===== src/rtl/alu_nbits_serial.sv =====
// Slice-serial integer ALU: a WIDTH-bit operation runs SLICE bits per clock,
// LSB slice first, with a valid/ready handshake on both sides and status flags.
module alu_nbits_serial #(
  parameter int WIDTH = 32,
  parameter int SLICE = 8
) (
  input  logic             clk,
  input  logic             rst,
  input  logic             in_valid,
  output logic             in_ready,
  input  logic [WIDTH-1:0] a,
  input  logic [WIDTH-1:0] b,
  input  logic [2:0]       op,
  output logic             out_valid,
  input  logic             out_ready,
  output logic [WIDTH-1:0] result,
  output logic             carry,
  output logic             overflow,
  output logic             zero
);

  localparam int N     = WIDTH / SLICE;
  localparam int CNT_W = (N > 1) ? $clog2(N) : 1;

  typedef enum logic [2:0] {
    OP_AND = 3'b000, OP_OR  = 3'b001, OP_ADD = 3'b010, OP_SUB  = 3'b011,
    OP_XOR = 3'b100, OP_NOR = 3'b101, OP_SLT = 3'b110, OP_PASS = 3'b111
  } op_t;

  typedef enum logic [1:0] {S_IDLE, S_RUN, S_DONE} state_t;

  state_t           r_state;
  logic [WIDTH-1:0] r_a;
  logic [WIDTH-1:0] r_b;
  op_t              r_op;
  logic [CNT_W-1:0] r_cnt;
  logic             r_c;
  logic [WIDTH-1:0] r_result;
  logic             r_in_ready;
  logic             r_out_valid;
  logic             r_carry;
  logic             r_overflow;
  logic             r_zero;

  logic [SLICE-1:0] w_a_sl;
  logic [SLICE-1:0] w_b_sl;
  logic [SLICE:0]   w_sum;
  logic             w_ovf;
  logic             w_last;
  logic             w_is_sub;
  logic [SLICE-1:0] w_res_sl;
  logic [WIDTH-1:0] w_res_full;

  // SUB and SLT share the adder: B is stored inverted and the chain starts at 1.
  assign w_is_sub = (op_t'(op) == OP_SUB) || (op_t'(op) == OP_SLT);

  assign w_a_sl = r_a[int'(r_cnt) * SLICE +: SLICE];
  assign w_b_sl = r_b[int'(r_cnt) * SLICE +: SLICE];
  assign w_sum  = {1'b0, w_a_sl} + {1'b0, w_b_sl} + {{SLICE{1'b0}}, r_c};
  // Carry into the MSB is recovered from the MSB's own sum bit.
  assign w_ovf  = (w_a_sl[SLICE-1] ^ w_b_sl[SLICE-1] ^ w_sum[SLICE-1]) ^ w_sum[SLICE];
  assign w_last = (r_cnt == CNT_W'(N - 1));

  // NOTE: every always_comb output gets a default first so no latch is inferred.
  always_comb begin
    w_res_sl = '0;
    case (r_op)
      OP_AND:  w_res_sl = w_a_sl & w_b_sl;
      OP_OR:   w_res_sl = w_a_sl | w_b_sl;
      OP_XOR:  w_res_sl = w_a_sl ^ w_b_sl;
      OP_NOR:  w_res_sl = ~(w_a_sl | w_b_sl);
      OP_PASS: w_res_sl = w_a_sl;
      default: w_res_sl = w_sum[SLICE-1:0];
    endcase
    w_res_full = r_result;
    w_res_full[int'(r_cnt) * SLICE +: SLICE] = w_res_sl;
    if (r_op == OP_SLT)
      w_res_full = {{(WIDTH-1){1'b0}}, w_sum[SLICE-1] ^ w_ovf};
  end

  // NOTE: state uses non-blocking assignments; reset is synchronous and also aborts a running op.
  always_ff @(posedge clk) begin
    if (rst) begin
      r_state     <= S_IDLE;
      r_a         <= '0;
      r_b         <= '0;
      r_op        <= OP_AND;
      r_cnt       <= '0;
      r_c         <= 1'b0;
      r_result    <= '0;
      r_in_ready  <= 1'b1;
      r_out_valid <= 1'b0;
      r_carry     <= 1'b0;
      r_overflow  <= 1'b0;
      r_zero      <= 1'b0;
    end else begin
      case (r_state)
        S_IDLE: begin
          if (in_valid) begin
            r_a        <= a;
            r_b        <= w_is_sub ? ~b : b;
            r_op       <= op_t'(op);
            r_c        <= w_is_sub;
            r_cnt      <= '0;
            r_result   <= '0;
            r_carry    <= 1'b0;
            r_overflow <= 1'b0;
            r_zero     <= 1'b0;
            r_in_ready <= 1'b0;
            r_state    <= S_RUN;
          end
        end
        S_RUN: begin
          r_c      <= w_sum[SLICE];
          r_result <= w_res_full;
          r_cnt    <= r_cnt + CNT_W'(1);
          if (w_last) begin
            r_carry     <= (r_op == OP_ADD || r_op == OP_SUB) ? w_sum[SLICE] : 1'b0;
            r_overflow  <= (r_op == OP_ADD || r_op == OP_SUB) ? w_ovf : 1'b0;
            r_zero      <= (w_res_full == '0);
            r_out_valid <= 1'b1;
            r_state     <= S_DONE;
          end
        end
        S_DONE: begin
          if (out_ready) begin
            r_out_valid <= 1'b0;
            r_in_ready  <= 1'b1;
            r_state     <= S_IDLE;
          end
        end
        default: r_state <= S_IDLE;
      endcase
    end
  end

  assign in_ready  = r_in_ready;
  assign out_valid = r_out_valid;
  assign result    = r_result;
  assign carry     = r_carry;
  assign overflow  = r_overflow;
  assign zero      = r_zero;

endmodule


===== config.mk =====
export PLATFORM = sky130hd
export DESIGN_NAME = alu_nbits_serial
export DESIGN_NICKNAME = d
export VERILOG_FILES = /design/src/rtl/alu_nbits_serial.sv
export SDC_FILE = /design/constraint.sdc
export NUM_CORES = 1
export LEC_CHECK = 0
export ABC_AREA = 1
export CORE_ASPECT_RATIO = 1.5
export CORE_MARGIN = 3
export CORE_UTILIZATION = 45
export CTS_CLUSTER_SIZE = 28
export DETAILED_ROUTE_END_ITERATION = 10
export PLACE_DENSITY = 0.68
export RECOVER_POWER = 100
export SYNTH_ARGS = -nofsm -noshare
export SYNTH_HDL_FRONTEND = slang
export SYNTH_SLANG_ARGS = --single-unit

===== constraint.sdc =====
create_clock -name clk -period 7.15 [get_ports clk]
set_input_delay 1.43 -clock clk [delete_from_list [all_inputs] [get_ports clk]]
set_output_delay 1.43 -clock clk [all_outputs]
set_load 0.005 [all_outputs]

==> results of run 1 <==
## logic make-up (layout without fill, tap and decap cells)
logic type / after synthesis / count (layout)
buffers and inverters: 168 / 243
AO/OA/AOI/OAI: 183 / 183
flip-flops: 109 / 109
XOR/XNOR: 33 / 33
AND/OR/NAND/NOR: 498 / 498
adder cells (fa/ha/maj): 23 / 23
## placed cells by master (no fill, tap or decap), drive strengths merged
master / synthesis / final
a21oi: 73 / 73
a32oi: 8 / 8
buf: 21 / 6
bufinv: 1 / 1
clkbuf: 33 / 11
clkdlybuf4s50: 0 / 69
clkinv: 3 / 5
clkinvlp: 0 / 2
dfxtp: 109 / 109
dlygate4sd3: 0 / 37
fa: 2 / 2
ha: 21 / 21
inv: 110 / 112
nand2: 232 / 232
nand3: 88 / 88
nand3b: 1 / 1
nand4: 16 / 16
nor2: 158 / 158
nor3: 1 / 1
nor4: 1 / 1
o21a: 1 / 1
o21ai: 98 / 98
o21bai: 2 / 2
o22ai: 1 / 1
or2: 1 / 1
xor2: 33 / 33
## power breakdown
part | total (mW) | leakage, nW | switching, mW | internal (mW)
registers | 0.673 | 0.895 | 0.0275 | 0.646
clock network | 0.486 | 0.132 | 0.243 | 0.243
logic | 0.403 | 2.59 | 0.253 | 0.150
## state kept, by name, summed over array words and instances, names as in the netlist
name	cells
r_op	3
out_valid	1
zero	1
carry	1
r_cnt	2
r_state	2
r_b	32
in_ready	1
result	32
overflow	1
r_a	32
r_c	1
## cells in the mapped netlist, types with 3 or more instances
master | count | area (um^2)
nor2_1 | 153 | 574.3
inv_2 | 3 | 11.26
xor2_1 | 33 | 289.0
buf_4 | 4 | 30.03
a21oi_1 | 72 | 360.4
dfxtp_1 | 109 | 2182
nor2_2 | 4 | 25.02
ha_1 | 21 | 262.8
inv_1 | 107 | 401.6
o21ai_0 | 98 | 490.5
nand3_2 | 5 | 50.05
buf_6 | 3 | 33.78
clkbuf_1 | 33 | 123.9
nand4_1 | 16 | 100.1
clkinv_1 | 3 | 11.26
a32oi_1 | 8 | 70.07
buf_1 | 4 | 15.01
buf_2 | 10 | 50.05
nand3_1 | 82 | 410.4
nand2_1 | 229 | 859.6
## through the flow
stage	std cells	worst slack, ns	area, um^2
after global routing	1281	1.435	7936
final	1281	1.989	7936
after detailed placement	1265	3.290	7654
after floorplan	1014	3.689	6539
after CTS	1281	3.277	7940
after global placement	1265	3.354	7654
## layer usage
layer / share of wire / wire length (um) / vias up / GRT usage
met1: 0.43 / 7643 / 2910 / 0.2725
met5: 0 / 0 / - / 0
li1: - / - / 3387 / -
met2: 0.51 / 9103 / 175 / 0.3891
met3: 0.036 / 640 / 30 / 0.02520
met4: 0.030 / 535 / 0 / 0.08745
## worst max-delay path, cell delays in order
cell	delay, ns
clkdlybuf4s50_1	0.42
nand2_2	0.07
clkbuf_1	2.01
nand2_1	0.30
inv_1	0.87
nand2_1	0.10
a21oi_1	0.20
## layout make-up
class | instances | area share
tap | 192 | 0.03027
clock buffer | 10 | 0.02885
timing repair buffer | 113 | 0.1395
multi-input combinational | 737 | 0.4635
sequential | 109 | 0.2749
inverter | 114 | 0.05565
clock inverter | 6 | 0.007252
## worst max-delay path by stage
stage / endpoint / slack (ns) / cells past startpoint
final: result[23] / 1.99 / 7
after global routing: result[6] / 1.43 / 7
after CTS: zero / 3.28 / 17
after detailed placement: zero / 3.29 / 17
after global placement: zero / 3.35 / 18
after floorplan: zero / 3.69 / 26
==> run summary, run 1 <==
# clock sinks -> 109
Worst Path Max Fanout -> 83
Fillcell total -> 1450
Largest net degree at the start of global routing -> 84
TritonCTS buffer count -> 9
Syn Area/Cell -> 6.448 um^2
Height of the die -> 153.6 um
Req. time, crit path -> 7.42 ns
Pre-Repair DR Iteration Count -> 6
Total power draw -> 1.562 mW
Max_cap viols -> 1
IO Pins -> 108
Min Tclk post-route -> 5.161 ns
Fin. max-slew vios -> 84
RSZ-0062 raised after global routing -> no
Port Buffers -> 107
Flip-flop and latch area -> 2182 um^2
Number of H-tree levels -> 3
Ant diodes -> 0
Row cnt -> 53
Critical path type -> input pin to flip-flop
Die width -> 104.4 um
Post-Syn Nets -> 1108
Total track usage -> 0.2205
Yosys cell types -> 34
HPWL reported at the end of detailed placement -> 13.31 mm
WL/cell -> 13.99 um
Detailed Route WL -> 17.92 mm
Simple-gate share of the synthesized area -> 0.3230
Register-to-Register Path Depth -> 7
Routed vias -> 6502
# setup viols final -> 0
Reg2reg start -> r_state[1]
Total gr overflow -> 0
Hold Path Class -> flip-flop to flip-flop
Relative slew slack -> -0.9074
Seq/Total Area, Yosys -> 0.3337
Post-CTS sizing -> 0
Crit path DAT -> 5.44 ns
CTS tree -> built
Synth async-reset ratio -> 0
Maximum vdd ir drop -> 113.6 uV
Synthesized area -> 6539 um^2
CTS clk-pin slew, worst paths -> 0.08 ns
Starting Density -> 0.4629
Power per standard cell area -> 196.9 nW/um^2
Post-synth EDFFs -> 0
Endpoint class of the critical path -> flip-flop
First-pass GRT wire length -> 28.88 mm
DRT antenna net count -> 0
Via count of the first global-routing pass -> 5731
End of the worst hold path -> in_ready
Predominant post-synthesis flop cell -> dfxtp_1
Final Skew -> 0.01195 ns
Mux cell area share after synthesis -> 0
Worst Setup SP -> in_valid
Layout cells sized above 1 -> 0.04132
Clk root buf -> clkbuf_16
Syn-to-layout area delta -> 21.37%
Setup TNS -> 0 ns
Nets -> 1178
Area occupied by multi-input gates -> 3679 um^2
DR vias/cell -> 5.076
Initial antenna violation count -> 0
Slew @ Worst Pin -> 2.861 ns
Hold Buf Count CTS -> 0
Post-CTS setup buffer count -> 0
Fin. Hold Viols -> 0
Post-synthesis compound-gate area fraction -> 0.1466
Util after Layout -> 0.5619
Worst skew pair latency -> 0.35 ns
Full die area -> 16040 um^2
Outcome -> complete, but fails checks
Fin crit share -> 0.7219
Hold Path Cell Cnt -> 2
Leakage power -> 3.621 nW
Synth warn -> 0
1st-iter DRT viols -> 383
Mapped Cells -> 1014
Fmax -> 193.7 MHz
DRC -> 0
Violated checks -> max-capacitance violations, max-slew violations
Max clock buf depth -> 2
Synth Area in Adders -> 0.04631
Min-delay src -> in_ready
RePlAce Congestion -> 0.9462
Synth Area in XOR/XNOR -> 0.04420
Yosys reg bits -> 109
Worst R2R End -> result[23]
R2R Setup Slk -> 3.02 ns
Core area -> 14120 um^2
CP startpoint kind -> input pin
Main combinational cell family by area after synthesis -> simple AND/OR/NAND/NOR gates
Hold Slack -> 0.4678 ns
Power figures use the tool's default switching activity.
==> run 2: changes to the inputs <==
--- a/config.mk
+++ b/config.mk
@@ -11,7 +11,7 @@
 export CORE_UTILIZATION = 45
 export CTS_CLUSTER_SIZE = 28
 export DETAILED_ROUTE_END_ITERATION = 10
-export PLACE_DENSITY = 0.68
+export PLACE_DENSITY = 0.71
 export RECOVER_POWER = 100
 export SYNTH_ARGS = -nofsm -noshare
 export SYNTH_HDL_FRONTEND = slang
==> constraint.sdc (replaced) <==
create_clock -name clk -period 4.2 [get_ports clk]
set_input_delay 0.84 -clock clk [delete_from_list [all_inputs] [get_ports clk]]
set_output_delay 0.84 -clock clk [all_outputs]
set_load 0.005 [all_outputs]
==> run 2 against run 1 <==
  * The flow still finishes with violations (max-capacitance violations, max-slew violations)
  * Count of clock-buffer cells in the layout is the same
  * Register-to-register slack got worse by 2.4 ns
  * Global-route usage up 1.4 points
  * Power rose by 74%
  * First-iteration DRC count is 13% lower
  * Final cell count grew 0.55%
  * Critical path type unchanged
==> run summary, run 2 (synthesis results as in run 1) <==
Power per standard cell area -> 339.4 nW/um^2
Total gr overflow -> 0
Fmax -> 271.3 MHz
DRT antenna net count -> 0
Syn-to-layout area delta -> 22.18%
Hold Path Cell Cnt -> 2
Core area -> 14120 um^2
Min-delay src -> in_ready
Fin crit share -> 0.8776
Nets -> 1185
Hold Buf Count CTS -> 0
Starting Density -> 0.4629
Fin. max-slew vios -> 107
End of the worst hold path -> in_ready
Largest net degree at the start of global routing -> 73
Pre-Repair DR Iteration Count -> 5
Crit path DAT -> 3.93 ns
Most frequent cells in the layout -> 229 x nand2_1, 152 x nor2_1, 109 x dfxtp_1, 108 x inv_1, 98 x o21ai_0
Outcome -> complete, but fails checks
Register-to-Register Path Depth -> 23
Total track usage -> 0.2349
Reg2reg start -> r_cnt[0]
DR vias/cell -> 5.144
TritonCTS buffer count -> 9
Full die area -> 16040 um^2
Maximum vdd ir drop -> 187.3 uV
Min Tclk post-route -> 3.686 ns
Req. time, crit path -> 4.44 ns
Inst Count DP -> 1272
Endpoint class of the critical path -> flip-flop
Initial antenna violation count -> 0
Commonest non-fill, non-tap cell in the layout -> nand2_1
# clock sinks -> 109
Post-CTS setup buffer count -> 0
Post-CTS sizing -> 0
CTS tree -> built
Max_cap viols -> 2
Number of H-tree levels -> 3
CTS clk-pin slew, worst paths -> 0.07 ns
Worst R2R End -> zero
WL/cell -> 14.85 um
HPWL reported at the end of detailed placement -> 14.68 mm
Clk root buf -> clkbuf_16
Detailed Route WL -> 19.13 mm
Max clock buf depth -> 2
Violated checks -> max-capacitance violations, max-slew violations
Ant diodes -> 0
Row cnt -> 53
# setup viols final -> 0
Height of the die -> 153.6 um
Area occupied by multi-input gates -> 3676 um^2
Worst Path Max Fanout -> 33
Relative slew slack -> -0.5650
RSZ-0062 raised after global routing -> no
Leakage power -> 3.666 nW
Worst skew pair latency -> 0.36 ns
Fin. Hold Viols -> 0
Slew @ Worst Pin -> 2.347 ns
Setup TNS -> 0 ns
RePlAce Congestion -> 0.9628
Via count of the first global-routing pass -> 5970
Non-filler instance count after layout -> 1288
Fillcell total -> 1405
Die width -> 104.4 um
Routed vias -> 6626
CP startpoint kind -> input pin
Final Skew -> 0.01064 ns
Hold Path Class -> flip-flop to flip-flop
Layout cells sized above 1 -> 0.04562
First-pass GRT wire length -> 30.68 mm
IO Pins -> 108
Flip-flop and latch area -> 2182 um^2
DRC -> 0
1st-iter DRT viols -> 332
Critical path type -> input pin to flip-flop
R2R Setup Slk -> 0.61 ns
Port Buffers -> 107
==> run 2: how the worst max path moves through the flow <==
stage	from	end	slack (ns)	cells after the start
floorplan	r_cnt[0]	zero	0.74	26
global placement	r_cnt[0]	zero	0.81	22
detailed placement	r_cnt[0]	zero	0.76	22
CTS	r_cnt[0]	zero	0.73	22
global route	r_cnt[0]	zero	0.20	25
finish	op[0]	r_b[25]	0.51	7
==> run 2: stage by stage <==
stage	hold slack, ns	utilization	setup slack (ns)	instance area [um^2]	total power [mW]
after floorplan	0.4526	-	0.7386	6539	1.639
after global placement	0.4520	0.5456	0.8096	7706	1.871
after detailed placement	0.4462	0.5456	0.7550	7706	1.877
after CTS	0.4697	0.5665	0.7282	8001	2.730
after global routing	0.4834	0.5656	0.2023	7989	2.862
final	0.4637	0.5656	0.5141	7989	2.711
==> run 2: layout make-up <==
class                   count  area share
well taps                 192     0.03007
inverters                 114     0.05529
flip-flops and latches    109      0.2731
multi-input cells         737      0.4601
repair buffers            120      0.1444
clock buffers              10     0.02991
clock inverters             6    0.007048
==> run 2: worst max-delay path, stage by stage <==
cell	delay, ns
dlygate4sd3_1	0.62
o21ai_0	0.17
a21oi_4	0.13
clkbuf_1	1.50
xor2_1	0.27
o21ai_0	0.31
inv_1	0.06
==> run 2: metal layers <==
layer	up-vias	part of all wire	wire [um]	track usage
met5	-	0	0	0
met2	189	0.52	9866	0.4298
li1	3396	-	-	-
met1	3002	0.41	7760	0.2709
met3	39	0.040	763	0.02814
met4	0	0.039	737	0.1071
==> run 2: report_power, final <==
group / internal, mW / switching [mW] / total (mW)
sequential: 1.10 / 0.0452 / 1.14
clock: 0.431 / 0.427 / 0.859
combinational: 0.264 / 0.444 / 0.708
